<file path="src/rtl/trng_mram_pkg.sv">
// Shared command encodings, sequencer states and burst range check for the
// MRAM TRNG/memory sequencer.
package trng_mram_pkg;

   typedef enum logic [1:0] {
      CMD_RNG     = 2'b00,
      CMD_SET_VAR = 2'b01,
      CMD_WRITE   = 2'b10,
      CMD_READ    = 2'b11
   } cmd_e;

   typedef enum logic [2:0] {
      S_IDLE,
      S_CHECK,
      S_ACC,
      S_GAP,
      S_PHASE2,
      S_FIN
   } state_e;

   // True when the last beat of a burst starting at first lands past max_addr.
   // 32 bits is wide enough that first+beats-1 never wraps for any host address.
   function automatic logic range_bad(input logic [31:0] first,
                                      input logic [31:0] beats,
                                      input logic [31:0] max_addr);
      logic [31:0] last;
      last = first + beats - 32'd1;
      return last > max_addr;
   endfunction

endpackage

</file>
<file path="src/rtl/trng_mram_beat_timer.sv">
// Per-beat phase counter: PULSE_CYC access cycles followed by RECOV_CYC
// recovery cycles, repeating for as long as run stays high.
module trng_mram_beat_timer #(
   parameter int PULSE_CYC = 4,
   parameter int RECOV_CYC = 2
) (
   input  logic clk,
   input  logic rstn,
   input  logic run,
   output logic acc,
   output logic last_acc,
   output logic gap_end
);

   localparam int PER = PULSE_CYC + RECOV_CYC;
   localparam int CW  = (PER > 1) ? $clog2(PER) : 1;

   logic [CW-1:0] cnt;

   always_ff @(posedge clk or negedge rstn) begin
      if (!rstn)                cnt <= '0;
      else if (!run || gap_end) cnt <= '0;
      else                      cnt <= cnt + 1'b1;
   end

   assign acc      = run && (cnt < CW'(PULSE_CYC));
   assign last_acc = run && (cnt == CW'(PULSE_CYC - 1));
   assign gap_end  = run && (cnt == CW'(PER - 1));

endmodule

</file>
<file path="src/rtl/trng_mram_seq.sv">
// MRAM TRNG/memory sequencer: runs RNG, SET_VAR, WRITE and READ commands as
// bursts of BEATS DATA_W-bit accesses on the MRAM macro pins.
module trng_mram_seq
   import trng_mram_pkg::*;
#(
   parameter int DATA_W    = 8,
   parameter int BEATS     = 18,
   parameter int ADDR_W    = 12,
   parameter int ROW_W     = 7,
   parameter int COL_W     = 4,
   parameter int MAX_ADDR  = 2047,
   parameter int PULSE_CYC = 4,
   parameter int RECOV_CYC = 2,
   parameter int DMODE_W   = 6,
   parameter int TMODE_W   = 9
) (
   input  logic                    clk,
   input  logic                    rstn,
   input  logic                    start,
   input  logic [1:0]              cmd,
   input  logic [ADDR_W-1:0]       addr,
   input  logic [1:0]              detour_in,
   input  logic                    rp_sel_in,
   input  logic [DMODE_W-1:0]      dmode_write,
   input  logic [DMODE_W-1:0]      dmode_read,
   input  logic [TMODE_W-1:0]      trng_mode_in,
   input  logic                    data_trng,
   input  logic [DATA_W*BEATS-1:0] mem_in,
   input  logic [DATA_W-1:0]       mram_q,
   output logic                    csn,
   output logic                    wen,
   output logic [ROW_W-1:0]        row_addr,
   output logic [COL_W-1:0]        col_addr,
   output logic [1:0]              detour,
   output logic                    rp_sel,
   output logic [DMODE_W-1:0]      dmode,
   output logic [DATA_W-1:0]       data,
   output logic [TMODE_W-1:0]      trng_mode,
   output logic [DATA_W*BEATS-1:0] mem_out,
   output logic                    busy,
   output logic                    done,
   output logic                    err
);

   localparam int BW = $clog2(BEATS + 1);
   localparam int SW = (BEATS > 1) ? $clog2(BEATS) : 1;

   state_e                         state, state_n;
   cmd_e                           cmd_q;
   logic [ADDR_W-1:0]              addr_q, loc;
   logic [BW-1:0]                  beat;
   logic                           ph2, err_q;
   logic [1:0]                     det_q;
   logic                           rp_q, seed_q;
   logic [DMODE_W-1:0]             dw_q, dr_q;
   logic [TMODE_W-1:0]             tm_q;
   logic [BEATS-1:0][DATA_W-1:0]   rbuf, win;
   logic [SW-1:0]                  beat_sel;
   logic                           run, acc, last_acc, gap_end;
   logic                           last_beat, rng_p1, writing, bad, in_acc;

   trng_mram_beat_timer #(
      .PULSE_CYC (PULSE_CYC),
      .RECOV_CYC (RECOV_CYC)
   ) u_timer (
      .clk      (clk),
      .rstn     (rstn),
      .run      (run),
      .acc      (acc),
      .last_acc (last_acc),
      .gap_end  (gap_end)
   );

   assign run       = (state == S_ACC) || (state == S_GAP) || (state == S_PHASE2);
   assign in_acc    = (state == S_ACC) && acc;
   assign last_beat = (beat == BW'(BEATS - 1));
   assign rng_p1    = (cmd_q == CMD_RNG) && !ph2;
   assign writing   = (cmd_q == CMD_WRITE) || rng_p1;
   assign bad       = range_bad(32'(addr_q), 32'(BEATS), 32'(MAX_ADDR));
   assign win       = mem_in;
   // beat reaches BEATS during the final recovery; clamp so the select stays in range
   assign beat_sel  = (beat < BW'(BEATS)) ? SW'(beat) : '0;

   always_ff @(posedge clk or negedge rstn) begin
      if (!rstn) state <= S_IDLE;
      else       state <= state_n;
   end

   always_comb begin
      state_n   = state;
      csn       = 1'b1;
      wen       = 1'b1;
      data      = '0;
      dmode     = '0;
      trng_mode = '0;
      case (state)
         S_IDLE:   if (start) state_n = (cmd_e'(cmd) == CMD_SET_VAR) ? S_FIN : S_CHECK;
         S_CHECK:  state_n = bad ? S_FIN : S_ACC;
         S_ACC:    if (last_acc) state_n = (last_beat && rng_p1) ? S_PHASE2 : S_GAP;
         S_GAP:    if (gap_end) state_n = (beat == BW'(BEATS)) ? S_FIN : S_ACC;
         S_PHASE2: if (gap_end) state_n = S_ACC;
         S_FIN:    state_n = S_IDLE;
         default:  state_n = S_IDLE;
      endcase
      if (run) dmode = writing ? dw_q : dr_q;
      if ((state == S_ACC || state == S_GAP) && rng_p1) trng_mode = tm_q;
      if (in_acc) begin
         csn = 1'b0;
         if (writing) begin
            wen  = 1'b0;
            data = rng_p1 ? {DATA_W{seed_q}} : win[beat_sel];
         end
      end
   end

   assign busy     = (state != S_IDLE);
   assign done     = (state == S_FIN);
   assign err      = (state == S_FIN) && err_q;
   assign detour   = det_q;
   assign rp_sel   = rp_q;
   assign row_addr = loc[ROW_W+COL_W-1:COL_W];
   assign col_addr = loc[COL_W-1:0];

   always_ff @(posedge clk or negedge rstn) begin
      if (!rstn) begin
         cmd_q   <= CMD_RNG;
         addr_q  <= '0;
         loc     <= '0;
         beat    <= '0;
         ph2     <= 1'b0;
         err_q   <= 1'b0;
         det_q   <= '0;
         rp_q    <= 1'b0;
         seed_q  <= 1'b0;
         dw_q    <= '0;
         dr_q    <= '0;
         tm_q    <= '0;
         rbuf    <= '0;
         mem_out <= '0;
      end else begin
         case (state)
            S_IDLE: if (start) begin
               cmd_q  <= cmd_e'(cmd);
               addr_q <= addr;
               loc    <= addr;
               beat   <= '0;
               ph2    <= 1'b0;
               err_q  <= 1'b0;
               if (cmd_e'(cmd) == CMD_SET_VAR) begin
                  det_q  <= detour_in;
                  rp_q   <= rp_sel_in;
                  dw_q   <= dmode_write;
                  dr_q   <= dmode_read;
                  tm_q   <= trng_mode_in;
                  seed_q <= data_trng;
               end
            end
            S_CHECK: err_q <= bad;
            S_ACC: if (last_acc) begin
               if (!writing) rbuf[beat_sel] <= mram_q;
               // address moves as csn rises so it is settled a full cycle before the next fall
               if (last_beat && rng_p1) begin
                  beat <= '0;
                  ph2  <= 1'b1;
                  loc  <= addr_q;
               end else begin
                  beat <= beat + 1'b1;
                  loc  <= loc + 1'b1;
               end
            end
            S_GAP: if (gap_end && beat == BW'(BEATS) && cmd_q != CMD_WRITE) mem_out <= rbuf;
            default: ;
         endcase
      end
   end

endmodule

</file>
<file path="config.mk">
export PLATFORM = sky130hd
export DESIGN_NAME = trng_mram_seq
export DESIGN_NICKNAME = d
export VERILOG_FILES = /design/src/rtl/trng_mram_pkg.sv /design/src/rtl/trng_mram_beat_timer.sv /design/src/rtl/trng_mram_seq.sv
export SDC_FILE = /design/constraint.sdc
export NUM_CORES = 1
export LEC_CHECK = 0
export CORE_ASPECT_RATIO = 1.5
export CORE_UTILIZATION = 45
export CTS_BUF_LIST = sky130_fd_sc_hd__clkbuf_8
export DETAILED_ROUTE_END_ITERATION = 10
export GPL_TIMING_DRIVEN = 1
export PLACE_DENSITY = 0.71
export SKIP_CTS_REPAIR_TIMING = 1
export SLEW_MARGIN = 25
export SYNTH_ARGS = -nofsm -noshare
export SYNTH_HDL_FRONTEND = slang
export SYNTH_SLANG_ARGS = --single-unit
</file>
<file path="constraint.sdc">
create_clock -name clk -period 7.24 [get_ports clk]
set_input_delay 1.448 -clock clk [delete_from_list [all_inputs] [get_ports clk]]
set_output_delay 1.448 -clock clk [all_outputs]
set_load 0.02 [all_outputs]
</file>
==> Yosys cells after proc, flatten, opt, wreduce, memory -nomap -nowiden <==
Index checks and enable logic that the tools add are counted.
{ "op_classes": {"add_sub_neg": 5, "magnitude_cmp": 5, "n_eq_ne": 17, "mux": 38, "n_bitwise": 1, "reduce_logical": 30} }
{ "op_table": {"columns": ["cell", "n"], "rows": [
  ["$bwmux 144", 1],
  ["$bmux 8 s5", 1],
  ["$demux 8 s5", 1],
  ["$mux 8", 5],
  ["$mux 12", 3],
  ["$gt 32x11->1 const B", 1],
  ["$mux 3", 9],
  ["$pmux 12 s2", 1],
  ["$mux 5", 4],
  ["$pmux 3 s5", 1],
  ["$sub 13x1->14 const B", 1],
  ["$add 12x5->13 const B", 1],
  ["$add 12x1->12 const B", 1],
  ["$mux 6", 2],
  ["$logic_and 1x1->1", 11],
  ["$eq 5x5->1 const B", 2],
  ["$ne 2x2->1 const B", 5],
  ["$pmux 5 s2", 1],
  ["$eq 3x2->1 const B", 3],
  ["$eq 3x3->1 const B", 3],
  ["$mux 9", 1],
  ["$reduce_and 3->1", 3],
  ["$reduce_and 4->1", 2],
  ["$lt 5x6->1 const B", 1],
  ["other kinds (19)", 32]
]} }
{ "word_totals": {"register_bits": 352, "input_bits": 194, "out_inout_bits": 186, "word_cells": 129} }

==> Logic depth before layout (Yosys ltp) <==
Gate-level depths: netlist of the first run.
{ "logic_depth": {"ltp_word": 7, "mapped_depth": 9, "depth_no_buf": 7} }

==> Modules after synthesis <==
Synthesis of the first run repeated with hierarchy kept, for this count alone.
{ "hier_totals": {"cells_unflattened": 1161, "area_unflattened_um2": 15730.1} }
{ "modules_own_cells": {"columns": ["mod", "n_inst", "cells_each", "area_each_um2", "seq_area_each_um2"], "rows": [
  ["trng_mram_seq", 1, 1146, 15553.7, 8708.4],
  ["trng_mram_beat_timer", 1, 15, 176.4, 75.1]
]} }

==> Least setup slack after synthesis of the first run <==
Ideal clock, no wire load.
{ "synth_path": {"path_type": "input port to output port", "startpoint": "input mem_in[56]", "endpoint": "output data[0]", "t_arrival_ns": 2.315, "required_ns": 5.792, "path_slack_ns": 3.477, "path_stages": 4, "path_buffers": 0, "cell_sequence": "mux2_2 o221ai_1 o221ai_1 a32o_1"} }
{ "synth_via": {"elab_chain_cells": 5} }
{ "synth_lines": {"columns": ["item", "line_no", "text"], "rows": [
  ["start, declared", "trng_mram_seq.sv:28", "input logic [DATA_W*BEATS-1:0] mem_in,"],
  ["$bmux 8 s5", "trng_mram_seq.sv:111", "data = rng_p1 ? {DATA_W{seed_q}} : win[beat_sel];"],
  ["$mux 8 (not written as such)", "trng_mram_seq.sv:111", null],
  ["$mux 8", "trng_mram_seq.sv:111", null],
  ["$mux 8", "trng_mram_seq.sv:109", "if (writing) begin"],
  ["$mux 8", "trng_mram_seq.sv:107", "if (in_acc) begin"],
  ["end, declared", "trng_mram_seq.sv:37", "output logic [DATA_W-1:0] data,"]
]} }
Every way passes these cells. The select of a mux whose other input is x is not followed.

==> Worst setup path in the final report of the first run <==
{ "layout_path": {"startpoint": "register beat[1]", "endpoint": "output data[6]"} }
{ "layout_via": {"elab_chain_cells": 7} }
{ "layout_lines": {"columns": ["item", "line_no", "text"], "rows": [
  ["start, declared", "trng_mram_seq.sv:51", "logic [BW-1:0] beat;"],
  ["start signal, assigned", "trng_mram_seq.sv:167", "beat <= beat + 1'b1;"],
  ["$lt 5x5->1", "trng_mram_seq.sv:82", "assign beat_sel = (beat < BW'(BEATS)) ? SW'(beat) : '0;"],
  ["$mux 5 *", "trng_mram_seq.sv:82", null],
  ["$bmux 8 s5 *", "trng_mram_seq.sv:111", null],
  ["$mux 8 (not written as such) *", "trng_mram_seq.sv:111", null],
  ["$mux 8 *", "trng_mram_seq.sv:111", null],
  ["$mux 8 *", "trng_mram_seq.sv:109", null],
  ["$mux 8 *", "trng_mram_seq.sv:107", null]
]} }
Every way passes the cells marked *; elsewhere a longest branch is shown, timed or not. The select of a mux whose other input is x is not followed.

==> results.md, run 1 <==
- # setup viols final: 0
- Post-synthesis sequential area ratio: 0.569
- Row count: just over 80
- Fill cell count: approximately 2700
- H-tree depth: 2
- Drt pass-1 iters: 5
- Netlist Area Pre-Place: about 15000 µm²
- Fmax: between 150 and 200 MHz
- Synth Area per Inst: 13.5 µm²
- Clock transition at the registers of the reported paths: ~0.060 ns
- Post-synth ARST share: 1.00
- PwrDens: 280 nW/µm²
- CP cell instances: buf_4, or2_1, and2_1, buf_4, o221ai_1, a221oi_2, a22o_1, clkdlybuf4s50_1
- First-pass GRT wire length: approximately 73000 µm
- Total of max-cap violations: 0
- CP arrival: ~4.3 ns
- Crit Path Max Fanout: 21
- Cells after Synth: between 1000 and 1500
- DRT met1 WL: 18500 µm
- Vias per inst: approximately 5.5
- Worst EP required: between 5 and 6 ns
- Hpwl dp: 34100 µm
- DR vias: roughly 11000
- Fin crit period: approximately 5.7 ns
- LEAKAGE: roughly 9.2 nW
- CTS Sinks: roughly 350
- Critical path's slowest cell: and2_1
- Die area: approximately 35000 µm²
- Post-synth EDFFs: 0
- Inst Count DP: ~1900
- Synth area leaders: dfrtp_1 (57%), mux2_2 (24%), o221ai_1 (1.9%)
- DR iter-0 viols: a little over 600
- Max clock buf depth: 3
- Clock skew: 0.0201 ns
- Worst VDD drop: ~0.2 mV
- I/O pins: between 300 and 400
- DR WL met3: between 3000 and 4000 µm
- Setup CP Type: flop to output pin
- Top layer in use: met5
- Vias in the first global route: approximately 12000
- FF+latch count, synth: ~350
- Total chip power: 5.77 mW
- Synthesis Warnings: 0
- Status: finished, final reports clean
- Die width: between 150 and 200 µm
- Core Area: 33700 µm²
- CTS root buffer: clkbuf_8
- Worst relative slew slack: 0.302
- GRT Residual Overflow: 0
- Yosys cell types: about 60
- Final setup TNS: 0 ns
- Synthesized Nets: approximately 1300
- GRT Overall Usage: 0.274
- WHS: approximately 0.48 ns
- Core Util, Final: 0.614
- Synth-to-Final Area Change: 33.7%
- CP max stage delay: 0.65 ns
- Slew Viols, Final: 0
- Min-Delay Path Class: flop to flop
- CTS tree: done
- Primary FF master, synth: dfrtp_1
- Initial antenna violation count: 16
- Number of hold violations in the final report: 0
- Met2 routed WL: around 24000 µm
- Critical path startpoint category: flop
- Drt drc: 0
- Final std cells w/o fill: 1996
- Tcrit/Tclk final: 0.790
- Synth top area share: 0.569
- WL/cell: about 24 µm
- Die Span Y: approximately 230 µm
- Drt total wl: about 47000 µm
- Cts bufs inserted: between 50 and 60
- # nets final: 1727
- Unrepaired setup endpoints after global routing: no
- Antenna Nets Post-Route: 0
- Initial Util: 0.459
- Critical Path Most Common Cell: buf_4
- Port buffer count: 379
- Layout cells sized above 1: 0.291
- Clock Latency Late Sink: 0.61 ns
- Largest net degree at the start of global routing: roughly 160
- Crit end category: output pin
- Gpl congestion: roughly 0.91
- Post-synth top area cell: dfrtp_1
- Worst Max-Slew Pin Slew: approximately 1.0 ns
worst max-delay path: cells and delay by family, from the launching register on:
kind / cells / cell delay (ns)
simple gates: 2 / 1.02
compound gates: 3 / 0.76
flops: 1 / 0.52
buf+inv: 3 / 1.36
registers in the layout, indices dropped and copies added, names as in the netlist:
| name | count |
|---|---|
| mem_out | 144 |
| detour | 2 |
| seed_q | 1 |
| dr_q | 6 |
| u_timer.cnt | 3 |
| rp_sel | 1 |
| cmd_q | 2 |
| rbuf | 144 |
| loc | 11 |
| dw_q | 6 |
| beat | 5 |
| state | 3 |
| addr_q | 12 |
| ph2 | 1 |
| tm_q | 9 |
| err_q | 1 |
power breakdown:
group | leakage [nW] | switching, mW | internal [mW]
Combinational | 3.95 | 0.981 | 0.785
Clock | 0.609 | 0.761 | 0.862
Sequential | 4.62 | 0.188 | 2.20
Total | 9.18 | 1.93 | 3.85
per-stage QoR:
| step | area [µm²] | worst slack, ns |
|---|---|---|
| 4_1_cts | 20600 | 1.42 |
| 5_1_grt | 20700 | 1.29 |
| 3_5_place_dp | 19600 | 2.14 |
| 2_1_floorplan | 15400 | 3.48 |
| 6_report | 20700 | 1.52 |
| 3_3_place_gp | 19600 | 2.23 |
area by class of cell:
class                   instances  area (µm²)  share of cell area
flip-flops and latches        351        8780               0.425
multi-input cells             717        6310               0.306
repair buffers                391        3900               0.189
clock buffers                  63         867              0.0420
well taps                     420         526              0.0254
clock inverters                28         189             0.00915
inverters                      12        45.0             0.00218
diodes                         14        35.0             0.00170
metal layers:
metal | vias to the layer above | global-route usage
li1 | 4982 | -
met1 | 5639 | 0.334
met2 | 350 | 0.455
met3 | 83 | 0.0743
met4 | 2 | 0.119
met5 | - | 0
placed cells by master (no fill, tap or decap), drive strengths merged, types with 7 or more instances in the layout:
| cell type | count |
|---|---|
| o21ai | 46 |
| o221ai | 33 |
| a22oi | 8 |
| mux2 | 336 |
| clkdlybuf4s50 | 376 |
| nand2 | 65 |
| nand3 | 14 |
| nor2 | 44 |
| ha | 7 |
| diode | 14 |
| buf | 15 |
| and2 | 11 |
| a31oi | 8 |
| o22ai | 11 |
| dfrtp | 351 |
| clkbuf | 63 |
| nor3 | 12 |
| a32o | 8 |
| inv | 31 |
| a21oi | 25 |
| mux2i | 24 |
final timing paths:
path | depth (start not counted) | start | slack, ns | to
hold / removal | 1 | u_timer.cnt[0]$_DFF_PN0_ | 0.48 | u_timer.cnt[0]$_DFF_PN0_
max in group asynchronous | 2 | rstn | 5.02 | rbuf[21]$_DFFE_PN0P_
min in group asynchronous | 1 | rstn | 0.85 | rp_sel$_DFFE_PN0P_
setup reg to reg | 7 | beat[0]$_DFFE_PN0P_ | 3.74 | mem_out[19]$_DFFE_PN0P_
hold reg to reg | 1 | u_timer.cnt[0]$_DFF_PN0_ | 0.48 | u_timer.cnt[0]$_DFF_PN0_
setup / recovery | 8 | beat[1]$_DFFE_PN0P_ | 1.52 | data[6]
cells in the mapped netlist, types with 2 or more instances:
cell type	n
a211oi_1	5
a21oi_1	25
a22oi_1	8
a31oi_1	8
a32o_1	8
a41oi_1	2
and2_1	11
and3_1	4
buf_1	2
buf_2	30
buf_4	6
buf_6	2
clkbuf_1	23
dfrtp_1	351
ha_1	7
inv_1	12
mux2_2	336
mux2i_1	24
nand2_1	64
nand2b_1	4
nand3_1	10
nand3_2	4
nand4_1	3
nor2_1	39
nor2_2	4
nor2b_1	5
nor3_1	6
nor3_4	5
nor4_1	3
nor4_4	3
o211ai_1	4
o21ai_0	45
o221ai_1	33
o22a_1	3
o22ai_1	11
o311a_1	3
or2_1	2
or3_1	4
xor2_1	2
cell families (layout without fill, tap and decap cells):
group	after synthesis	after routing	synth area share
and+or+nand+nor	183	183	0.0668
xor gates and xnor gates	2	2	0.00113
buffers and inverters	75	494	0.0231
AOI/OAI and AO/OA	165	165	0.0742
DFF	351	351	0.569
muxes	360	360	0.260
adders and majority gates	7	7	0.00567
other	0	14	0
No activity file was read; power rests on OpenSTA's default activity.
==> inputs of run 2 (changes only) <==
--- a/config.mk
+++ b/config.mk
@@ -10,7 +10,7 @@
 export CTS_BUF_LIST = sky130_fd_sc_hd__clkbuf_8
 export DETAILED_ROUTE_END_ITERATION = 10
 export GPL_TIMING_DRIVEN = 1
-export PLACE_DENSITY = 0.71
+export PLACE_DENSITY = 0.74
 export SKIP_CTS_REPAIR_TIMING = 1
 export SLEW_MARGIN = 25
 export SYNTH_ARGS = -nofsm -noshare
==> constraint.sdc (replaced) <==
create_clock -name clk -period 4.91 [get_ports clk]
set_input_delay 0.982 -clock clk [delete_from_list [all_inputs] [get_ports clk]]
set_output_delay 0.982 -clock clk [all_outputs]
set_load 0.02 [all_outputs]
==> results.md, run 2 (synthesis gave the netlist of run 1 again) <==
- Sw Pwr: 2.83 mW (+46%)
- Post-Place Worst Slack: 0.991 ns (-1.15 ns)
- Crit end category: output pin
- Critical path's slowest cell: clkdlybuf4s50_1
- Initial antenna violation count: 11 (-5)
- Placement Cell Area: 19700 µm² (+0.74%)
- Row count: 82 (unchanged)
- Antenna Nets Post-Route: 0 (unchanged)
- Flop pwr share: 0.423 (+0.010)
- Final setup TNS: 0 ns (unchanged)
- Vias in the first global route: 11700 (+0.026%)
- Setup CP Type: flop to output pin
- Clock Latency Late Sink: 0.60 ns (about the same)
- LEAKAGE: 9.22 nW (+0.40%)
- Worst EP required: 3.93 ns (-1.86 ns)
- Gpl congestion: 0.895 (-1.3%)
- Core Area: 33700 µm² (unchanged)
- Total of max-cap violations: 0 (unchanged)
- CP cell instances: or4b_4, nor4_4, nand2_4, a21oi_1, a32o_1, clkdlybuf4s50_1
- Worst Max-Slew Pin Slew: 1.05 ns (+0.00122 ns)
- R2r setup slk: 1.60 ns (-2.14 ns)
- Final instance area: 20700 µm² (+0.25%)
- Layout cells sized above 1: 0.294 (+0.00361)
- GRT Overall Usage: 0.276 (+0.00210)
- Vias per inst: 5.53 (-0.23%)
- Commonest non-fill, non-tap cell in the layout: clkdlybuf4s50_1
- Sw frac: 0.336 (+0.00223)
- Worst VDD drop: 0.235 mV (+18%)
- CP arrival: 3.52 ns (-0.75 ns)
- Clock skew: 0.0372 ns (+0.0171 ns)
- Clock transition at the registers of the reported paths: 0.06 ns (about the same)
- GRT Residual Overflow: 0 (unchanged)
- Gate power share: 0.308 (+0.002)
- Top Registers: mem_out: 144 flops, rbuf: 144 flops, addr_q: 12 flops
- Synth-to-Final Area Change: 34.1%
- PwrDens: 406 nW/µm² (+45%)
- Min-Delay Path Class: input pin to async pin
- Die Span Y: 229 µm (unchanged)
- # nets final: 1738 (+0.64%)
- Tcrit/Tclk final: 0.918
- Drt drc: 0 (unchanged)
- DR vias: 11100 (+0.018%)
- First-pass GRT wire length: 72500 µm (-0.32%)
- DR iter-0 viols: 543 (-12%)
- Cts bufs inserted: 52 (-1.9%)
- Clock share of power: 0.269 (-0.012)
- Slew Viols, Final: 0 (unchanged)
- Die area: 35100 µm² (unchanged)
- WL/cell: 24.0 µm (+1.7%)
- Drt pass-1 iters: 5 (unchanged)
- Fill cell count: 2639 (-4.0%)
- CP max stage delay: 0.64 ns (about the same)
- Die width: 153 µm (unchanged)
- Final WS setup: 0.404 ns (-1.11 ns)
- H-tree depth: 2 (unchanged)
- CTS root buffer: clkbuf_8
- Port buffer count: 379 (unchanged)
- Hpwl dp: 35300 µm (+3.4%)
- Crit Path Max Fanout: 9 (-57%)
- Critical path startpoint category: flop
- Max clock buf depth: 3 (unchanged)
- Status: finished, final reports clean
- Int Power: 5.57 mW (+45%)
- Fmax: between 200 and 250 MHz
- Number of hold violations in the final report: 0 (unchanged)
- Drt total wl: 48000 µm (+1.9%)
- Largest net degree at the start of global routing: 109 (-32%)
- Most frequent cells in the layout: clkdlybuf4s50_1 (373), dfrtp_1 (350), mux2_2 (336)
- # setup viols final: 0 (unchanged)
- Fin crit period: around 4.5 ns
- I/O pins: 380 (unchanged)
- CTS Sinks: 351 (unchanged)
- Unrepaired setup endpoints after global routing: no
- CTS tree: done
- Worst relative slew slack: 0.301 (-0.000816)
- Initial Util: 0.459 (unchanged)
-- run 2: cell count changes in the layout (fill, tap and decap cells not counted), moves of 2 or more --
| cell | change |
|---|---|
| clkdlybuf4s50_1 | -3 |
| buf_12 | +5 |
| buf_2 | +3 |
| bufinv_16 | -2 |
| diode_2 | -3 |
| buf_4 | +8 |
| clkinv_2 | -4 |
-- run 2: final cells by class --
class	instances	area [µm²]	share of cell area
Clock buffer	63	867	0.0419
Clock inverter	24	120	0.00580
Multi-Input combinational cell	717	6310	0.305
Sequential cell	351	8780	0.424
Timing Repair Buffer	403	4030	0.195
Tap cell	420	526	0.0254
Inverter	12	45.0	0.00217
Antenna cell	11	27.5	0.00133
-- run 2: final timing paths --
| path | depth (start not counted) | end | start |
|---|---|---|---|
| setup reg to reg | 7 | loc[10]$_DFFE_PN0P_ | beat[0]$_DFFE_PN0P_ |
| min in group clk | 1 | u_timer.cnt[0]$_DFF_PN0_ | u_timer.cnt[0]$_DFF_PN0_ |
| max in group asynchronous | 2 | rbuf[67]$_DFFE_PN0P_ | rstn |
| hold / removal | 1 | detour[1]$_DFFE_PN0P_ | rstn |
| hold reg to reg | 1 | u_timer.cnt[0]$_DFF_PN0_ | u_timer.cnt[0]$_DFF_PN0_ |
| setup / recovery | 6 | data[1] | state[2]$_DFFE_PN0P_ |
-- run 2: per-stage QoR --
step	instances	total power, mW	util	hold WS (ns)
finish	2001	8.40	0.615	0.453
global placement	1902	6.13	0.586	0.453
CTS	1990	8.47	0.615	0.464
floorplan	1143	5.10	-	0.438
detailed placement	1903	6.18	0.586	0.470
global route	2001	8.83	0.615	0.482
-- run 2: routing by layer --
layer | vias up | GRT usage | wire length, µm
met1 | 5607 | 0.323 | 18300
met3 | 89 | 0.0804 | 3570
li1 | 4987 | - | -
met4 | 0 | 0.113 | 1520
met5 | - | 0 | 0
met2 | 375 | 0.473 | 24600
-- run 2: worst max-delay path: cells and delay by family (launching register included) --
family	cells	cell delay, ns
AOI/OAI and AO/OA	2	0.45
buffers and inverters	1	0.64
DFF	1	0.50
and+or+nand+nor	3	1.35
-- run 2: power groups by stage --
stage	sequential [mW]	combinational, mW	clock (mW)
2_1_floorplan	3.52	1.58	0
3_3_place_gp	3.58	2.55	0
3_5_place_dp	3.60	2.58	0
4_1_cts	3.55	2.59	2.32
5_1_grt	3.60	2.79	2.45
6_report	3.55	2.59	2.26
